===== src/rtl/regfile_pkg.sv =====
// Shared widths, constants, request record and arbitration state
// for the register-file writeback arbiter.
package regfile_pkg;

  localparam int ADDR_W   = 5;
  localparam int DATA_W   = 32;
  localparam int NUM_REGS = 32;

  localparam logic [ADDR_W-1:0] ZERO_REG = '0;

  typedef struct packed {
    logic              valid;
    logic [ADDR_W-1:0] addr;
    logic [DATA_W-1:0] data;
  } wb_req_t;

  typedef enum logic {
    PRI_A = 1'b0,
    PRI_B = 1'b1
  } rr_state_t;

endpackage


===== src/rtl/rr_arbiter2.sv =====
// Two-requester round-robin grant with a single priority pointer flop.
// Grants are combinational from valids and pointer; no grant while in reset.
module rr_arbiter2 (
  input  logic clk,
  input  logic rst,
  input  logic valid_a,
  input  logic valid_b,
  output logic grant_a,
  output logic grant_b
);
  import regfile_pkg::*;

  rr_state_t state_q;
  rr_state_t state_d;

  always_ff @(posedge clk or posedge rst) begin
    if (rst) begin
      state_q <= PRI_A;
    end else begin
      state_q <= state_d;
    end
  end

  always_comb begin
    grant_a = 1'b0;
    grant_b = 1'b0;
    state_d = state_q;
    // Reset aborts any handshake, so nothing is accepted while it is high.
    if (!rst) begin
      if (valid_a && (!valid_b || state_q == PRI_A)) begin
        grant_a = 1'b1;
      end else if (valid_b) begin
        grant_b = 1'b1;
      end
    end
    if (grant_a) begin
      state_d = PRI_B;
    end else if (grant_b) begin
      state_d = PRI_A;
    end
  end

endmodule


===== src/rtl/regfile_write_arbiter.sv =====
// Round-robin share of the regfile write port (1-cycle registered) plus a pending-write scoreboard.
// Ready is combinational; REGFILE_WB_STATS_EN adds saturating grant/conflict counters.
module regfile_write_arbiter #(
  parameter int ADDR_W = 5,
  parameter int DATA_W = 32
`ifdef REGFILE_WB_STATS_EN
  ,
  parameter int CNT_W  = 16
`endif
) (
  input  logic                           Clk,
  input  logic                           Reset,
  input  logic                           AValid,
  output logic                           AReady,
  input  logic [ADDR_W-1:0]              AAddr,
  input  logic [DATA_W-1:0]              AData,
  input  logic                           BValid,
  output logic                           BReady,
  input  logic [ADDR_W-1:0]              BAddr,
  input  logic [DATA_W-1:0]              BData,
  input  logic                           Reserve,
  input  logic [ADDR_W-1:0]              ReserveAddr,
  output logic                           RegWrite,
  output logic [ADDR_W-1:0]              WriteRegister,
  output logic [DATA_W-1:0]              WriteData,
  output logic [regfile_pkg::NUM_REGS-1:0] PendingMask
`ifdef REGFILE_WB_STATS_EN
  ,
  input  logic                           StatsClear,
  output logic [CNT_W-1:0]               AGrantCount,
  output logic [CNT_W-1:0]               BGrantCount,
  output logic [CNT_W-1:0]               ConflictCount
`endif
);
  import regfile_pkg::*;

  wb_req_t req_a;
  wb_req_t req_b;
  wb_req_t winner;
  logic    grant_a;
  logic    grant_b;
  logic    grant;

  logic [NUM_REGS-1:0] pending_d;

  assign req_a = '{valid: AValid, addr: AAddr, data: AData};
  assign req_b = '{valid: BValid, addr: BAddr, data: BData};

  rr_arbiter2 u_arb (
    .clk     (Clk),
    .rst     (Reset),
    .valid_a (req_a.valid),
    .valid_b (req_b.valid),
    .grant_a (grant_a),
    .grant_b (grant_b)
  );

  assign AReady = grant_a;
  assign BReady = grant_b;
  assign grant  = grant_a | grant_b;
  assign winner = grant_b ? req_b : req_a;

  // A write to r0 is consumed but never reaches the regfile.
  always_ff @(posedge Clk or posedge Reset) begin
    if (Reset) begin
      RegWrite      <= 1'b0;
      WriteRegister <= '0;
      WriteData     <= '0;
    end else if (grant) begin
      RegWrite      <= (winner.addr != ZERO_REG);
      WriteRegister <= winner.addr;
      WriteData     <= winner.data;
    end else begin
      RegWrite      <= 1'b0;
    end
  end

  // Clear first, then set, so a same-cycle reservation of the written register survives.
  always_comb begin
    pending_d = PendingMask;
    if (grant) begin
      pending_d[winner.addr] = 1'b0;
    end
    if (Reserve && (ReserveAddr != ZERO_REG)) begin
      pending_d[ReserveAddr] = 1'b1;
    end
    pending_d[ZERO_REG] = 1'b0;
  end

  always_ff @(posedge Clk or posedge Reset) begin
    if (Reset) begin
      PendingMask <= '0;
    end else begin
      PendingMask <= pending_d;
    end
  end

`ifdef REGFILE_WB_STATS_EN
  localparam logic [CNT_W-1:0] CNT_MAX = '1;

  always_ff @(posedge Clk or posedge Reset) begin
    if (Reset) begin
      AGrantCount   <= '0;
      BGrantCount   <= '0;
      ConflictCount <= '0;
    end else if (StatsClear) begin
      AGrantCount   <= '0;
      BGrantCount   <= '0;
      ConflictCount <= '0;
    end else begin
      if (grant_a && (AGrantCount != CNT_MAX)) begin
        AGrantCount <= AGrantCount + 1'b1;
      end
      if (grant_b && (BGrantCount != CNT_MAX)) begin
        BGrantCount <= BGrantCount + 1'b1;
      end
      if (AValid && BValid && (ConflictCount != CNT_MAX)) begin
        ConflictCount <= ConflictCount + 1'b1;
      end
    end
  end
`endif

endmodule


===== config.mk =====
export PLATFORM = sky130hd
export DESIGN_NAME = regfile_write_arbiter
export DESIGN_NICKNAME = d
export VERILOG_FILES = /design/src/rtl/regfile_pkg.sv /design/src/rtl/rr_arbiter2.sv /design/src/rtl/regfile_write_arbiter.sv
export SDC_FILE = /design/constraint.sdc
export NUM_CORES = 1
export LEC_CHECK = 0
export ABC_AREA = 1
export BUFFER_PORTS_ARGS = -buffer_cell sky130_fd_sc_hd__buf_4
export CORE_ASPECT_RATIO = 1.75
export CORE_MARGIN = 1.5
export CORE_UTILIZATION = 47
export DETAILED_ROUTE_END_ITERATION = 12
export PLACE_DENSITY = 0.78
export REMOVE_ABC_BUFFERS = 1
export SKIP_LAST_GASP = 1
export SLEW_MARGIN = 30
export SYNTH_ARGS = -nofsm -noshare
export SYNTH_HDL_FRONTEND = slang
export SYNTH_SLANG_ARGS = --single-unit

===== constraint.sdc =====
create_clock -name Clk -period 4.31 [get_ports Clk]
set_clock_uncertainty 0.1 [all_clocks]
set_input_delay 0.431 -clock Clk [delete_from_list [all_inputs] [get_ports Clk]]
set_output_delay 0.431 -clock Clk [all_outputs]
set_load 0.05 [all_outputs]

==> flow_summary.toml <==
[run_status]
status = "complete, no violations"

[synth]
synth_xor_area_frac = 0
yosysWarnings = 0
synth_common_cells = "nand2_1 (250), dfrtp_1 (70), nand3_1 (37)"
synth_top_area_cell = "dfrtp_1"
synthDominantCellAreaShare = 0.5309
synth_edf_count = 0
avgSynthCellArea_um2 = 7.585
ys_seq_area_frac = 0.5309
yosysMostFrequentCell = "nand2_1"
netlist_instances = 435
synth-compound-area-share = 0.008722
synth-simple-area-share = 0.4156
muxShareOfSynthArea = 0
ys_types = 21
synth_fa_ha_area_frac = 0
synth.cell_area_um2 = 3299
synth_ff_type = "dfrtp_1"
synth_area_leaders = "dfrtp_1 (53%), nand2_1 (28%), nand3_1 (5.6%)"
synth_top_family_by_area = "simple AND/OR/NAND/NOR gates"
async_flop_share = 1.000
synth_seq_cells = 70

[floorplanning]
dieArea_um2 = 7551
fp.dieH_um = 113.8
pin_count = 156
die_w_um = 66.34
core_area_um2 = 6807
initial_core_util = 0.4847
rows = 40

[critical_path]
cp-end-kind = "output pin"
cp_top_family = "buffers and inverters"
cp.buffers_inverters = 2
worstSetupPathType = "flip-flop to output pin"
slowest_stage = "inv_2"
path_cells = "nand2_1, nand2_2, nand2_2, inv_2, buf_4"
reg2reg_depth = 10
cp_data_required_time_ps = 3780
regToRegStartpoint = "u_arb.state_q"
cp_common_cell = "nand2_2"
timing.rr.end = "PendingMask[17]"
start_kind = "flip-flop"
worstPathArrival_ps = 1890
reg2reg_setup_slack_ps = 2190
worst-path-max-fanout = 34
cp_slowest_stage_delay_ps = 470

[routing]
num_vias = 3346
wl_met2_um = 5484
met3WireLength_um = 623
top_layer_used = "met4"
via_per_inst = 4.928
antenna_left = 0
drt_iter0_drc = 209
wl_per_cell_um = 14.51
drc = 0
wl_met1_um = 3460
firstDrtPassIters = 4
wirelength_um = 9853

[clock_tree]
cts.sinks = 70
post_cts_resize_count = 0
post_cts_buffers = 0
cts_made_buffers = 9
cts_tree = "built"
clock_path_buffers = 2
path_clk_slew_ps = 60
h-tree-depth = 3
cts-root-buf = "clkbuf_16"
clk-insertion-delay-late_ps = 330
hold_buffers = 0

[final_layout]
final_nets = 674
fin_util = 0.7075
drive_gt1_frac = 0.3210
antennaDiodeCount = 0
ff_latch_area_um2 = 1752
fillers = 579
final_area_um2 = 4816
multi_input_area_um2 = 1404
area_delta_synth_final_pct = 45.96

[placed_design]
placed_cell_area_um2 = 4514
io_buffers = 154
place.gp.congestion = 0.8865
dp_hpwl_um = 7344

[timing]
timing.final.crit_period_ps = 2417
max_freq_mhz = 413.8
max-slew-margin-rel = 0.4101
setup_viol = 0
fin_crit_sh = 0.5607
rsz0062_at_grt = "no"
finalSetupTns_ps = 0
drv_slew = 0
hold_viol_final = 0
tightest_slew_ps = 878.1

[grt]
gr-usage-all-layers = 0.2742
antenna_found_initial = 0
grt_pass1_vias = 3332
grt_overflow = 0
grt_pass1_wl_um = 15410
grt_max_degree = 71

[hold_path]
hold_start = "BData[6]"
hold_path_end = "WriteData[6]"
hold_depth = 3
hp-class = "primary input to flip-flop"

[pwr]
peakVddDrop_v = 0.0002717
powerDensity_nw_per_um2 = 577.5
power.leakage_nw = 2.604

[job]
cap_violations = 0
-- power breakdown --
group | switching [mW] | leakage [nW] | internal, mW
sequential | 0.0964 | 0.847 | 0.811
clock | 0.273 | 0.152 | 0.476
combinational | 0.801 | 1.61 | 0.323
-- stage by stage --
stage          instances  worst slack (ps)  total power, mW  hold slack [ps]
2_1_floorplan        423             582.3            1.637            342.2
3_3_place_gp         663              2074            2.026            356.6
3_5_place_dp         663              2052            2.045            362.9
4_1_cts              679              1888            2.798            205.0
5_1_grt              679              1764            2.892            209.3
6_report             679              1893            2.781            214.7
-- area by class of cell --
| class | instances | share of cell area |
|---|---|---|
| Clock buffer | 12 | 0.05326 |
| Clock inverter | 4 | 0.009353 |
| Inverter | 22 | 0.01715 |
| Multi-Input combinational cell | 331 | 0.2915 |
| Sequential cell | 70 | 0.3637 |
| Tap cell | 84 | 0.02182 |
| Timing Repair Buffer | 156 | 0.2432 |
-- layout by cell type, fill, tap and decap left out, types with 2 or more instances in the layout --
master / n
nand2_4: 2
buf_4: 156
nand3_1: 37
clkinv_2: 3
nor2_4: 5
o21ai_0: 3
nand2_1: 250
nor2_1: 12
nor3_1: 10
inv_2: 5
dfrtp_1: 70
clkbuf_8: 2
nand3b_1: 2
nand2_2: 5
inv_1: 17
clkbuf_16: 9
-- worst min-delay path: stages --
cell and delay [ps]:
buf_4 80, nand2_1 40, nand3_1 60
-- layer usage --
layer  up-vias  global-route usage
met5         -                   0
met4         0              0.1456
met3        24             0.07791
met2       137              0.4873
met1      1541              0.2814
li1       1644                   -
-- sequential cells by signal, summed over array words and instances, names as in the netlist --
| name | count |
|---|---|
| u_arb.state_q | 1 |
| PendingMask | 31 |
| WriteData | 32 |
| WriteRegister | 5 |
| RegWrite | 1 |
-- logic make-up after synthesis --
group / Yosys count
and+or+nand+nor: 325
DFF: 70
buffers and inverters: 34
AOI/OAI and AO/OA: 5
other: 1
-- worst max path at each step --
stage,depth (start not counted),slack [ps],to,from
finish,5,1890,BReady,u_arb.state_q
global route,5,1760,BReady,u_arb.state_q
CTS,5,1890,BReady,u_arb.state_q
detailed placement,5,2050,BReady,Reset
global placement,5,2070,BReady,Reset
floorplan,3,580,AReady,Reset
(Power assumes the default switching activity.)
